===== src/rtl/msk_pkg.sv =====
// Shared definitions for the masked elastic pipeline.
package msk_pkg;

  localparam int unsigned DEF_D      = 2;
  localparam int unsigned DEF_COUNT  = 8;
  localparam int unsigned DEF_STAGES = 3;

  // Width of an occupancy count able to hold 0..stages
  function automatic int unsigned level_width(input int unsigned stages);
    return $clog2(stages + 1);
  endfunction

  localparam int unsigned LEVEL_W = $clog2(DEF_STAGES + 1);

  // Flat position of share j of unshared bit i
  function automatic int unsigned share_idx(input int unsigned bit_i,
                                            input int unsigned share_j,
                                            input int unsigned d);
    return bit_i * d + share_j;
  endfunction

endpackage


===== src/rtl/msk_stage_bt.sv =====
// One masked pipeline stage: holds a shared word, refreshes it on capture,
// and flushes on the Borrowed-Time clear.
module msk_stage_bt
  import msk_pkg::*;
#(
  parameter int unsigned d     = DEF_D,
  parameter int unsigned count = DEF_COUNT
) (
  input  logic                 clk,
  input  logic                 rst,
  input  logic                 clear,
  input  logic                 load,
  input  logic                 src_valid,
  input  logic [count*d-1:0]   src_data,
  input  logic [count-1:0]     rnd,
  output logic                 valid,
  output logic [count*d-1:0]   data,
  output logic                 valid_nxt_c
);

  localparam int unsigned W = count * d;

  logic [W-1:0] data_q, data_d, fresh_c;
  logic         valid_q, valid_d;

  // Share refresh: the same random bit lands on shares 0 and 1, so the
  // unshared value is unchanged while the representation is re-randomised.
  if (d >= 2) begin : g_refresh
    always_comb begin
      fresh_c = src_data;
      for (int unsigned i = 0; i < count; i++) begin
        fresh_c[share_idx(i, 0, d)] = src_data[share_idx(i, 0, d)] ^ rnd[i];
        fresh_c[share_idx(i, 1, d)] = src_data[share_idx(i, 1, d)] ^ rnd[i];
      end
    end
  end else begin : g_pass
    assign fresh_c = src_data;
  end

  // Next state: clear beats load; an invalid source leaves dead data untouched
  always_comb begin
    valid_d = valid_q;
    data_d  = data_q;
    if (clear) begin
      valid_d = 1'b0;
      data_d  = '0;
    end else if (load) begin
      valid_d = src_valid;
      if (src_valid) begin
        data_d = fresh_c;
      end
    end
  end

  // Stage registers
  always_ff @(posedge clk or posedge rst) begin
    if (rst) begin
      valid_q <= 1'b0;
      data_q  <= '0;
    end else begin
      valid_q <= valid_d;
      data_q  <= data_d;
    end
  end

  assign valid       = valid_q;
  assign data        = data_q;
  assign valid_nxt_c = valid_d;

endmodule


===== src/rtl/msk_pipe_bt.sv =====
// Elastic multi-stage masked register pipeline with valid/ready flow control,
// per-stage share refresh, occupancy count and synchronous clear.
module msk_pipe_bt
  import msk_pkg::*;
#(
  parameter  int unsigned d      = DEF_D,
  parameter  int unsigned count  = DEF_COUNT,
  parameter  int unsigned STAGES = DEF_STAGES,
  localparam int unsigned LW     = level_width(STAGES),
  localparam int unsigned W      = count * d
) (
  input  logic                      clk,
  input  logic                      rst,
  input  logic                      clear,
  input  logic                      in_valid,
  output logic                      in_ready,
  input  logic [W-1:0]              in,
  input  logic [STAGES*count-1:0]   rnd,
  output logic                      out_valid,
  input  logic                      out_ready,
  output logic [W-1:0]              out,
  output logic [LW-1:0]             level
);

  logic [STAGES-1:0] v_c, v_nxt_c, load_c, src_v_c;
  logic [W-1:0]      stage_data [STAGES];
  logic [W-1:0]      src_data   [STAGES];
  logic [LW-1:0]     level_q, level_d;

  for (genvar k = 0; k < STAGES; k++) begin : g_stage
    if (k == 0) begin : g_head
      assign src_v_c[k]  = in_valid;
      assign src_data[k] = in;
    end else begin : g_body
      assign src_v_c[k]  = v_c[k-1];
      assign src_data[k] = stage_data[k-1];
    end

    msk_stage_bt #(
      .d     (d),
      .count (count)
    ) u_stage (
      .clk         (clk),
      .rst         (rst),
      .clear       (clear),
      .load        (load_c[k]),
      .src_valid   (src_v_c[k]),
      .src_data    (src_data[k]),
      .rnd         (rnd[k*count +: count]),
      .valid       (v_c[k]),
      .data        (stage_data[k]),
      .valid_nxt_c (v_nxt_c[k])
    );
  end

  // Ready chain from the output back: a stage advances if empty or if its
  // successor advances, so a full pipe still moves one word per cycle.
  always_comb begin
    logic acc;
    load_c = '0;
    acc    = ~v_c[STAGES-1] | out_ready;
    load_c[STAGES-1] = acc;
    for (int k = int'(STAGES) - 2; k >= 0; k--) begin
      acc       = ~v_c[k] | acc;
      load_c[k] = acc;
    end
  end

  // Occupancy follows the valid bits that the coming edge will register
  always_comb begin
    level_d = '0;
    for (int unsigned k = 0; k < STAGES; k++) begin
      level_d = level_d + LW'(v_nxt_c[k]);
    end
  end

  // Occupancy register
  always_ff @(posedge clk or posedge rst) begin
    if (rst) begin
      level_q <= '0;
    end else begin
      level_q <= level_d;
    end
  end

  assign in_ready  = load_c[0] & ~clear;
  assign out_valid = v_c[STAGES-1];
  assign out       = stage_data[STAGES-1];
  assign level     = level_q;

endmodule


===== config.mk =====
export PLATFORM = sky130hd
export DESIGN_NAME = msk_pipe_bt
export DESIGN_NICKNAME = d
export VERILOG_FILES = /design/src/rtl/msk_pkg.sv /design/src/rtl/msk_stage_bt.sv /design/src/rtl/msk_pipe_bt.sv
export SDC_FILE = /design/constraint.sdc
export NUM_CORES = 1
export LEC_CHECK = 0
export ABC_CLOCK_PERIOD_IN_PS = 2100
export BUFFER_PORTS_ARGS = -buffer_cell sky130_fd_sc_hd__buf_2
export CAP_MARGIN = 20
export CORE_MARGIN = 4
export CORE_UTILIZATION = 40
export CTS_CLUSTER_DIAMETER = 60
export DETAILED_ROUTE_END_ITERATION = 16
export GPL_TIMING_DRIVEN = 0
export PLACE_DENSITY = 0.68
export SYNTH_ARGS = -nofsm -noshare
export SYNTH_HDL_FRONTEND = slang
export SYNTH_SLANG_ARGS = --single-unit

===== constraint.sdc =====
create_clock -name clk -period 2.1 [get_ports clk]
set_input_delay 0 -clock clk [delete_from_list [all_inputs] [get_ports clk]]
set_output_delay 0 -clock clk [all_outputs]
set_load 0.03 [all_outputs]

==> run metrics, run 1 <==
clk root buf clkbuf_8; post-synth cell types 18; crit path cell chain buf_4 -> nand4b_4 -> clkbuf_1 -> a21oi_1 -> fa_1; hold crit path type input pin to flip-flop; first-pass GRT wire length 9.894 mm; # placed instances 377; max cap viols 0; Fin Setup TNS 0 ns; Post-CTS Setup Bufs 0; effective utilization at floorplan 0.4096; number of synthesized flops with an enable pin 0; post-DP HPWL 4.311 mm; die footprint 8314 µm²; largest net degree at the start of global routing 41; CP Class flip-flop to flip-flop; top post-synthesis cells by area dfrtp_1 48%, xnor2_1 15%, a211oi_2 14%; fmax 523.8 MHz; P_sw 0.6315 mW; Final nets 362; FFs w/ async S/R, synth 1.000; worst reg2reg path depth 5; Yosys reg bits 53; Synth Flop Type dfrtp_1; DR vias 1972; Synth Warn # 0; Worst VDD drop 0.2513 mV; Max Clock Skew 0.004717 ns; CORE AREA 6756 µm²; Top Ports 65; routed length per placed instance 14.26 µm; Least-Margin Pin Slew 0.7419 ns; port bufs 62; post-layout min period 1.909 ns; largest area contributor in the netlist dfrtp_1; Residual DRC 0; All-Layer GR Usage 0.1486; status complete, no violations; initial DRC count 54; Rows 30; Post-Place Worst Slack 0.2056 ns; P_leak 1.463 nW; CP startpoint kind flip-flop; Antenna diodes 0; register share of total power 0.522; Comb pwr share 0.221; final std cells w/o fill 397; Setup WS post-layout 0.1910 ns; CTS tree done; drt via density 4.967; slowest stage delay, CP 0.58 ns; CP required 2.35 ns; reg2reg end level[0]; Final Hold Viols 0; CTS max path bufs 2; syn avg cell area 11.83 µm²; cts repair resizes 0; top cell type's share of synthesized area 0.4792; die height 91.18 µm; count leader, synth dfrtp_1; clock power share 0.257; layout cell share with drive strength beyond 1 0.3628; Power Density 636.1 nW/µm²; gr ovfl total 0; Final period util 0.9090; clock-pin slew on the worst setup and hold paths 0.09 ns; Worst Path Max Fanout 10; post-synthesis sequential area ratio 0.4792; Slowest-stage cell, CP fa_1; Critical R2R Launch g_stage[0].u_stage.valid; RSZ-0062 raised after global routing false; most frequent cells after synthesis 53 x dfrtp_1, 51 x a21oi_1, 48 x xnor2_1; Die Wd 91.18 µm; RePlAce Congestion 0.7307; Hold-fix buffers, CTS 11; Mapped Cells 234; synthesized cell area 2768 µm²; switching power share of the total 0.2916; via count of the first global-routing pass 2028; end point of the critical path level[0]; Max Transition Viols Final 0; Worst slew margin 0.5054; arrival time at the worst endpoint 2.16 ns; H-tree depth 2; initial antenna violation count 0; # setup viols final 0; FF-to-FF setup slack 0.19 ns; CTS Sinks 53; internal power 1.534 mW; cts bufs inserted 5; CP startpoint g_stage[0].u_stage.valid; post-route ant nets 0; CP Capture Type flip-flop; Worst-Skew Late Latency 0.30 ns; P&R area growth vs syn 23.01%; First-pass DRT Iterations 4; Synthesized Nets 280; drt total wl 5.662 mm
worst min-delay path by stage:
stage	endpoint	slack [ns]	start	cells after the start
finish	g_stage[0].u_stage.data[13]	0.01	in[13]	3
global route	g_stage[0].u_stage.data[8]	0.002	in[8]	3
CTS	g_stage[0].u_stage.data[10]	0.003	in[10]	3
detailed placement	g_stage[2].u_stage.data[12]	-0.02	rst	2
global placement	g_stage[0].u_stage.data[4]	0.30	in[4]	3
floorplan	g_stage[1].u_stage.data[10]	0.20	rnd[13]	2
power by group through the flow:
stage / combinational (mW) / clock (mW) / sequential (mW)
floorplan: 0.285 / 0 / 1.19
global placement: 0.449 / 0 / 1.15
detailed placement: 0.460 / 0 / 1.15
CTS: 0.482 / 0.579 / 1.13
global route: 0.525 / 0.619 / 1.14
finish: 0.478 / 0.556 / 1.13
placed cells by master, fill, tap and decap left out:
| master | count |
|---|---|
| clkbuf_1 | 11 |
| nand4b_4 | 1 |
| dlygate4sd3_1 | 12 |
| nand2b_1 | 1 |
| clkbuf_8 | 5 |
| nor2b_1 | 1 |
| buf_4 | 1 |
| clkinvlp_4 | 1 |
| a21oi_1 | 51 |
| inv_2 | 1 |
| nand3b_4 | 1 |
| and2_1 | 1 |
| inv_1 | 3 |
| and2_4 | 2 |
| fa_1 | 1 |
| buf_1 | 2 |
| xnor2_1 | 48 |
| a211oi_2 | 30 |
| dfrtp_1 | 53 |
| buf_6 | 7 |
| buf_12 | 1 |
| buf_2 | 63 |
| clkinv_2 | 2 |
| a211oi_1 | 18 |
cell type report:
class                           instances  area, µm²
Buffer                                 22      140.1
Clock buffer                            5      68.82
Clock inverter                          3      17.52
Fill cell                             620       3352
Inverter                                4      15.01
Multi-Input combinational cell        155       1286
Sequential cell                        53       1326
Tap cell                               80      100.1
Timing Repair Buffer                   75      450.4
sequential cells by signal (all words and copies together), names as in the netlist:
signal                 cells
g_stage.u_stage.valid      3
level                      2
g_stage.u_stage.data      48
metal layers:
metal,part of all wire,vias to the layer above,GRT usage
met5,0,-,0
met4,0.017,0,0.05653
met3,0.047,7,0.03480
met2,0.49,38,0.2373
met1,0.45,925,0.1961
li1,-,1002,-
critical path: cells and delay by family (launching register included):
family / cells / cell delay, ns
flops: 1 / 0.37
compound gates: 1 / 0.22
simple gates: 1 / 0.16
buf+inv: 2 / 0.53
fa+ha+maj: 1 / 0.58
per-stage QoR:
| step | cell area (µm²) | util | power [mW] | hold slack (ns) |
|---|---|---|---|---|
| 2_1_floorplan | 2768 | - | 1.472 | 0.1988 |
| 3_5_place_dp | 3198 | 0.4733 | 1.613 | -0.01874 |
| 3_3_place_gp | 3178 | 0.4704 | 1.600 | 0.2996 |
| 4_1_cts | 3395 | 0.5024 | 2.193 | 0.002675 |
| 5_1_grt | 3405 | 0.5039 | 2.286 | 0.002051 |
| 6_report | 3405 | 0.5039 | 2.166 | 0.009521 |
cells by family after synthesis:
group / Yosys count / share of synthesized area
flops: 53 / 0.4792
xor+xnor: 48 / 0.1519
fa+ha+maj: 1 / 0.007234
buf+inv: 26 / 0.05606
simple gates: 7 / 0.02894
compound gates: 99 / 0.2767
(Power assumes the default switching activity.)
==> run 2: changes to the inputs <==
Settings changed: SLEW_MARGIN from default to 20, SYNTH_HIERARCHICAL from default to 1.
==> run metrics, run 2 <==
clk root buf clkbuf_8 (unchanged); DR vias 1981 (was 1972); Final period util 0.9035 (was 0.9090); Final Hold Viols 0 (unchanged); syn avg cell area 11.78 µm² (was 11.83 µm²); Max Clock Skew 0.01182 ns (was 0.004717 ns); # placed instances 399 (was 377); gr ovfl total 0 (unchanged); CORE AREA 6832 µm² (was 6756 µm²); switching power share of the total 0.2903 (was 0.2916); die height 92.08 µm (was 91.18 µm); All-Layer GR Usage 0.1371 (was 0.1486); FFs w/ async S/R, synth 1.000 (unchanged); synthesized cell area 2828 µm² (was 2768 µm²); number of synthesized flops with an enable pin 0 (unchanged); # setup viols final 0 (unchanged); Worst VDD drop 0.2395 mV (was 0.2513 mV); fmax 527.0 MHz (was 523.8 MHz); CTS Sinks 53 (unchanged); clock-pin slew on the worst setup and hold paths 0.10 ns (was 0.09 ns); post-layout min period 1.897 ns (was 1.909 ns); register share of total power 0.523 (was 0.522); CP Class flip-flop to flip-flop (unchanged); commonest non-fill, non-tap cell in the layout buf_2 (unchanged); internal power 1.530 mW (was 1.534 mW); Worst Path Max Fanout 10 (unchanged); P&R area growth vs syn 21.77% (was 23.01%); via count of the first global-routing pass 1989 (was 2028); Fin Setup TNS 0 ns (unchanged); Residual DRC 0 (unchanged); end point of the critical path level[0] (unchanged); max cap viols 0 (unchanged); Finished Core Util 0.5040 (was 0.5039); status complete, no violations (unchanged); first-pass GRT wire length 9.466 mm (was 9.894 mm); CP Capture Type flip-flop (unchanged); Power Density 625.9 nW/µm² (was 636.1 nW/µm²); clock power share 0.265 (was 0.257); port bufs 63 (was 62); Critical R2R Launch g_stage[2].u_stage/valid (was g_stage[0].u_stage.valid); Synth Warn # 6 (was 0); number of flip-flops in the largest register 48 (unchanged); RePlAce Congestion 0.7476 (was 0.7307); filler instances 673 (was 620); top post-synthesis cells by area dfrtp_1 47%, xnor2_1 15%, a211oi_2 13% (was dfrtp_1 48%, xnor2_1 15%, a211oi_2 14%); Die Wd 92.08 µm (was 91.18 µm); post-synthesis sequential area ratio 0.4690 (was 0.4792); hold crit path type input pin to flip-flop (unchanged); top cell type's share of synthesized area 0.4690 (was 0.4792); post-route ant nets 0 (unchanged); routed length per placed instance 13.26 µm (was 14.26 µm); drt total wl 5.516 mm (was 5.662 mm); P_leak 1.478 nW (was 1.463 nW); CTS max path bufs 2 (unchanged); Final nets 365 (was 362); initial DRC count 90 (was 54); First-pass DRT Iterations 4 (unchanged); drt via density 4.762 (was 4.967); post-DP HPWL 4.229 mm (was 4.311 mm); worst reg2reg path depth 7 (was 5); CP startpoint kind flip-flop (unchanged); H-tree depth 2 (unchanged); most frequent cells in the layout 75 x buf_2, 53 x dfrtp_1, 48 x xnor2_1, 48 x a21oi_1, 30 x a211oi_2 (was 63 x buf_2, 53 x dfrtp_1, 51 x a21oi_1, 48 x xnor2_1, 30 x a211oi_2); Top Ports 65 (unchanged); reg2reg end level[0] (unchanged); effective utilization at floorplan 0.4139 (was 0.4096); Rows 30 (unchanged); Comb pwr share 0.212 (was 0.221); RSZ-0062 raised after global routing false (unchanged); CP startpoint g_stage[2].u_stage/valid (was g_stage[0].u_stage.valid); die footprint 8479 µm² (was 8314 µm²); largest area contributor in the netlist dfrtp_1 (unchanged); Worst slew margin 0.5659 (was 0.5054); Synth Flop Type dfrtp_1 (unchanged); Antenna diodes 0 (unchanged); CTS tree done (unchanged); Max Transition Viols Final 0 (unchanged); layout cell share with drive strength beyond 1 0.4031 (was 0.3628); hold depth 3 (unchanged); Least-Margin Pin Slew 0.6504 ns (was 0.7419 ns); post-synth cell types 18 (unchanged); cts bufs inserted 5 (unchanged); Worst-Skew Late Latency 0.31 ns (was 0.30 ns); initial antenna violation count 0 (unchanged); total power 2.155 mW (was 2.166 mW); Synthesized Nets 286 (was 280); Post-CTS Setup Bufs 0 (unchanged); final std cells w/o fill 416 (was 397); CP required 2.36 ns (was 2.35 ns); FF-to-FF setup slack 0.20 ns (was 0.19 ns); count leader, synth dfrtp_1 (unchanged); largest net degree at the start of global routing 18 (was 41); most frequent cells after synthesis 53 x dfrtp_1, 48 x a21oi_1, 48 x xnor2_1 (was 53 x dfrtp_1, 51 x a21oi_1, 48 x xnor2_1); Yosys reg bits 53 (unchanged); P_sw 0.6255 mW (was 0.6315 mW); arrival time at the worst endpoint 2.15 ns (was 2.16 ns); Mapped Cells 240 (was 234)
-- run 2: cell count changes in the layout (fill, tap and decap cells not counted), moves of 3 or more --
cell,delta
clkbuf_1,-10
mux2i_1,+3
dlygate4sd3_1,-3
buf_2,+12
buf_8,+3
a21oi_1,-3
-- run 2: power groups by stage --
stage,logic [mW],clock network (mW),registers [mW]
after global routing,0.503,0.631,1.14
after floorplan,0.285,0,1.18
after global placement,0.443,0,1.15
final,0.457,0.570,1.13
after detailed placement,0.448,0,1.15
after CTS,0.464,0.587,1.13
-- run 2: layer usage --
| layer | vias to the layer above | part of all wire | track usage |
|---|---|---|---|
| li1 | 1009 | - | - |
| met5 | - | 0 | 0 |
| met2 | 45 | 0.46 | 0.2178 |
| met1 | 921 | 0.47 | 0.1828 |
| met3 | 6 | 0.059 | 0.03774 |
| met4 | 0 | 0.013 | 0.04084 |
-- run 2: worst min path at each step --
stage	from	to
after detailed placement	rst	level[0]
after CTS	rnd[13]	g_stage[1].u_stage/data[11]
after global routing	in[2]	g_stage[0].u_stage/data[2]
final	rnd[5]	g_stage[0].u_stage/data[11]
after floorplan	rst	level[0]
after global placement	rst	level[1]
-- run 2: timing repair --
item                                    in CTS  in global routing
endpoints found under the setup margin       0                  1
endpoints found under the hold margin       61                  0
hold buffers                                 9                  0
resized for setup                            0                  1
-- run 2: cells by family (layout without fill, tap and decap cells) --
logic type | Yosys count | in the layout | synth area share
muxes | 3 | 3 | 0.01062
AOI/OAI and AO/OA | 97 | 97 | 0.2677
and+or+nand+nor | 9 | 9 | 0.02124
buffers and inverters | 29 | 109 | 0.07566
xor gates and xnor gates | 48 | 48 | 0.1487
adders and majority gates | 1 | 1 | 0.007080
DFF | 53 | 53 | 0.4690
-- run 2: worst max-delay path, stage by stage (launching register included) --
cell and delay, ns:
dfrtp_1 0.40, nor2b_4 0.15, nand3_1 0.09, buf_6 0.13
buf_2 0.21, mux2i_1 0.25, nor2_2 0.08, fa_1 0.54
-- run 2: final cells by class --
cell class / instances / area (µm²) / area share
Clock buffer: 6 / 72.57 / 0.02108
Sequential cell: 53 / 1326 / 0.3852
Multi-Input combinational cell: 158 / 1290 / 0.3746
Buffer: 24 / 195.2 / 0.05669
Clock inverter: 2 / 15.01 / 0.004360
Timing Repair Buffer: 72 / 405.4 / 0.1177
Inverter: 5 / 18.77 / 0.005451
Tap cell: 96 / 120.1 / 0.03488
-- run 2: metrics by stage --
stage          instance area [µm²]  setup WS (ns)  hold WS (ns)
3_5_place_dp                  3263         0.1629       -0.1002
4_1_cts                       3441         0.1357      0.002437
5_1_grt                       3443        0.05834      0.003723
6_report                      3443         0.2026      0.007320
3_3_place_gp                  3263         0.1740       -0.1068
2_1_floorplan                 2828         0.1691       -0.2588
